--- src/rtl/iomem_timer.sv ---
// iomem_timer: memory-mapped down-counting timer on the picosoc iomem bus
//   clk, rst     system clock, synchronous active-high reset
//   iomem_valid  bus request valid
//   iomem_ready  single-cycle acknowledge, one cycle after a request in the window
//   iomem_wstrb  byte write strobes, 0 = read
//   iomem_addr   byte address, window decoded on [31:8]
//   iomem_wdata  write data
//   iomem_rdata  read data, valid only while iomem_ready, else 0
//   irq          level interrupt, STAT.pend & CTRL.ie
module iomem_timer #(
    parameter logic [31:0] BASE_ADDR = 32'h0300_0000,
    parameter int          PRESC_W   = 16
) (
    input  logic        clk,
    input  logic        rst,
    input  logic        iomem_valid,
    output logic        iomem_ready,
    input  logic [3:0]  iomem_wstrb,
    input  logic [31:0] iomem_addr,
    input  logic [31:0] iomem_wdata,
    output logic [31:0] iomem_rdata,
    output logic        irq
);
    logic               en, ar, ie, pend;
    logic [PRESC_W-1:0] presc, pcnt;
    logic [31:0]        load, count, mask, load_new, rd;
    logic [7:0]         off;
    logic               sel, ack, wr, ctrl_wr, presc_wr, load_wr, stat_wr, tick, step, expire;
    always_comb begin
        off      = iomem_addr[7:0];
        sel      = iomem_valid && iomem_addr[31:8] == BASE_ADDR[31:8];
        ack      = sel && !iomem_ready;
        wr       = ack && |iomem_wstrb;
        ctrl_wr  = wr && off == 8'h00;
        presc_wr = wr && off == 8'h04;
        load_wr  = wr && off == 8'h08;
        stat_wr  = wr && off == 8'h10;
        mask     = {{8{iomem_wstrb[3]}}, {8{iomem_wstrb[2]}}, {8{iomem_wstrb[1]}}, {8{iomem_wstrb[0]}}};
        load_new = (load & ~mask) | (iomem_wdata & mask);
        tick     = en && pcnt == presc;
        // a LOAD write, or a CTRL write that clears en, swallows a coincident tick
        step     = tick && !load_wr && !(ctrl_wr && iomem_wstrb[0] && !iomem_wdata[0]);
        expire   = step && count == 32'd0;
        rd       = off == 8'h00 ? {29'd0, ie, ar, en} :
                   off == 8'h04 ? 32'(presc) :
                   off == 8'h08 ? load :
                   off == 8'h0C ? count :
                   off == 8'h10 ? {31'd0, pend} : 32'd0;
        irq      = pend && ie;
    end
    always_ff @(posedge clk) begin
        if (rst) begin
            iomem_ready <= 1'b0;
            iomem_rdata <= '0;
            en          <= 1'b0;
            ar          <= 1'b0;
            ie          <= 1'b0;
            pend        <= 1'b0;
            presc       <= '0;
            pcnt        <= '0;
            load        <= '0;
            count       <= '0;
        end else begin
            iomem_ready <= ack;
            iomem_rdata <= ack ? rd : 32'd0;
            pcnt        <= (!en || tick) ? '0 : pcnt + 1'b1;
            if (step) begin
                if (count != 32'd0)
                    count <= count - 32'd1;
                else if (ar)
                    count <= load;
                else
                    en <= 1'b0;
            end
            if (expire)
                pend <= 1'b1;
            else if (stat_wr && iomem_wstrb[0] && iomem_wdata[0])
                pend <= 1'b0;
            if (ctrl_wr && iomem_wstrb[0])
                {ie, ar, en} <= iomem_wdata[2:0];
            if (presc_wr)
                presc <= (presc & ~mask[PRESC_W-1:0]) | (iomem_wdata[PRESC_W-1:0] & mask[PRESC_W-1:0]);
            if (load_wr) begin
                load  <= load_new;
                count <= load_new;
                pcnt  <= '0;
            end
        end
    end
endmodule

--- config.mk ---
export PLATFORM = sky130hd
export DESIGN_NAME = iomem_timer
export DESIGN_NICKNAME = d
export VERILOG_FILES = /design/src/rtl/iomem_timer.sv
export SDC_FILE = /design/constraint.sdc
export NUM_CORES = 1
export LEC_CHECK = 0
export CORE_UTILIZATION = 46
export DETAILED_ROUTE_END_ITERATION = 7
export GPL_ROUTABILITY_DRIVEN = 0
export PLACE_DENSITY = 0.7
export SLEW_MARGIN = 40
export SYNTH_ARGS = -nofsm -noshare
export SYNTH_HDL_FRONTEND = slang
export SYNTH_SLANG_ARGS = --single-unit
--- constraint.sdc ---
create_clock -name clk -period 3.15 [get_ports clk]
set_input_delay 0.4725 -clock clk [delete_from_list [all_inputs] [get_ports clk]]
set_output_delay 0.4725 -clock clk [all_outputs]
set_load 0.01 [all_outputs]
==> results.txt <==
Placement Rows - 43
Max-slew violations - 0
Mapped Area - 6740 um^2
Total track usage - 29.0%
Clock-pin transition on the worst setup and hold timing paths - 0.06 ns
Post-route DRC - 0
Final hold vios - 0
Post-synthesis sequential area ratio - 39.5%
Max Fclk - 339 MHz
Clk_lat worst skew - 0.43 ns
Clock period minus final worst setup slack - 2.95 ns
First-pass GRT wire length - 33.2 mm
Vias in the first global route - 6367
Max-cap violations - 0
Power per cell area - 431 nW/um^2
Initial Utilization - 47.8%
Sw Pwr - 839 uW
Switching Fraction - 21.9%
Final setup fails - 0
Syn_nets - 924
Comb pwr share - 4.9%
Status - completed
WHS Path Cells - 2
Cell variety after synth - 64
VDD IR-drop max - 0.439 mV
Post-CTS setup buffer count - 0
Nets - 1056
WP data required - 3.44 ns
Clk network pwr share - 51.2%
Total CTS buffers - 17
Worst setup EP type - flip-flop
Die height - 123 um
# resized after CTS - 0
Syn. warnings - 0
DR vias - 6913
TritonCTS clock tree - yes
Ys flop type - dfxtp_1
Via density - 5.88
Avg Inst Size Synth - 7.93 um^2
Initial antenna violation count - 0
Top-Level Pins - 105
Hold WS - 0.464 ns
Clk sinks - 133
Post-route clock period utilization - 93.8%
Setup Crit Path Kind - reg2reg
Clock Path Buffers - 2
Tightest Hold Check Type - reg2reg
Finished Core Util - 63.0%
Layout cell share with drive strength beyond 1 - 12.9%
Root Driver - clkbuf_16
IO buf count - 104
Largest net degree at the start of global routing - 77
CTS H-tree depth - 4
DR iter-0 viols - 574
Core Area - 14100 um^2
Sequential share of power - 43.9%
Diodes inserted - 0
Max_slew headroom - 56.9%
Peak fanout along the critical path - 7
Chip width - 123 um
Async set or reset register ratio after synthesis - 0%
Worst Path Arrival - 3.25 ns
Leakage power - 3.25 nW
Mapped Cells - 850
Post-Route WL - 21.3 mm
Initial DRT Pass Iterations - 6
Die Area - 15100 um^2
Total gr overflow - 0
Routed length per placed instance - 18.2 um
Flops & latches, synth - 133
HPWL Detailed - 15.4 mm
Post-synth EDFFs - 0
RSZ-0062 raised after global routing - false
Clock Skew - 0.0114 ns
Tightest Pin Transition - 0.640 ns
CP Launch Type - flip-flop
Layout area overhead - 31.8%
CTS Hold Bufs - 0
P_int - 2.99 mW
Routed Antenna Nets - 0
FF-to-FF path depth - 7
[critical path: stages (launching register included)]
cell and delay [ns]:
dfxtp_1 0.36, or4_1 0.65, or4_4 0.58, o41ai_2 0.37
a211oi_1 0.12, or2_2 0.30, nand2_1 0.28, o21ai_0 0.16
[power groups by stage]
stage	clock, mW	sequential, mW	combinational, mW
floorplan	0	1.72	0.0558
global placement	0	1.72	0.183
detailed placement	0	1.72	0.183
CTS	1.98	1.68	0.184
finish	1.96	1.68	0.189
global route	2.06	1.68	0.200
[area by class of cell]
type                       count  area [um^2]
tap                          180          225
sequential                   133         2660
clock buffer                  21          460
multi-input combinational    647         3790
clock inverter                11          126
fill                        1242         5210
inverter                      19         71.3
timing repair buffer         164         1550
[final timing paths]
| path | start | to | slack (ns) |
|---|---|---|---|
| worst max-delay path | count[12] | count[29] | 0.20 |
| worst min-delay path | load[28] | load[28] | 0.46 |
| worst max register to register | count[12] | count[29] | 0.20 |
| worst min register to register | load[28] | load[28] | 0.46 |
[stage by stage]
step	power (mW)	TNS, ns	setup WS, ns	cell area [um^2]	cells
after floorplan	1.77	0	0.330	6740	850
after detailed placement	1.90	-0.341	-0.0736	8280	1142
after global placement	1.90	-0.00382	-0.00382	8280	1142
after CTS	3.85	0	0.220	8870	1174
after global routing	3.94	0	0.0924	8890	1175
final	3.83	0	0.197	8890	1175
[per-layer routing]
layer	track usage, %	vias up	share of wire (%)
met1	37.8	3231	43
met2	45.2	355	46
met5	0	-	0
met3	7.06	39	9.1
li1	-	3288	-
met4	13.0	0	2.4
[cell usage after synthesis, types with 4 or more instances]
cell type	number	area [um^2]
or3_1	13	81.3
nor2_1	106	398
a21oi_1	88	440
nand2_1	116	435
nand4_1	8	50.1
buf_2	6	30.0
mux2i_1	24	240
nor4b_1	5	43.8
nand3_1	26	130
nor3_1	20	100
or2_2	7	43.8
a211oi_1	4	30.0
inv_1	19	71.3
nor4_1	18	113
clkbuf_1	37	139
and2_1	5	31.3
nand2b_1	5	31.3
xor2_1	27	236
a22oi_1	30	225
mux2_2	18	203
o21ai_0	36	180
o22ai_1	11	68.8
and3_1	9	56.3
xnor2_1	12	105
dfxtp_1	133	2660
or4_1	4	30.0
[layout by cell type (no fill, tap or decap), drive strengths merged, types with 6 or more instances in the layout]
master         count
dfxtp            133
nand2            116
nor2             106
clkdlybuf4s50    103
a21oi             88
buf               61
o21ai             36
a22oi             30
xor2              27
nand3             26
mux2i             24
clkbuf            21
nor3              20
inv               20
nor4              20
mux2              18
or3               14
xnor2             12
o22ai             11
and3               9
nand4              8
or2                7
or4                7
nand2b             6
[cell families (layout without fill, tap and decap cells)]
logic type,after synthesis,count (layout),synth area share [%]
DFF,133,133,39.5
and+or+nand+nor,356,356,25.0
xor gates and xnor gates,39,39,5.06
adders and majority gates,3,3,0.557
AOI/OAI and AO/OA,207,207,18.9
muxes,42,42,6.57
buffers and inverters,70,215,4.51
No activity file was read; power rests on OpenSTA's default activity.
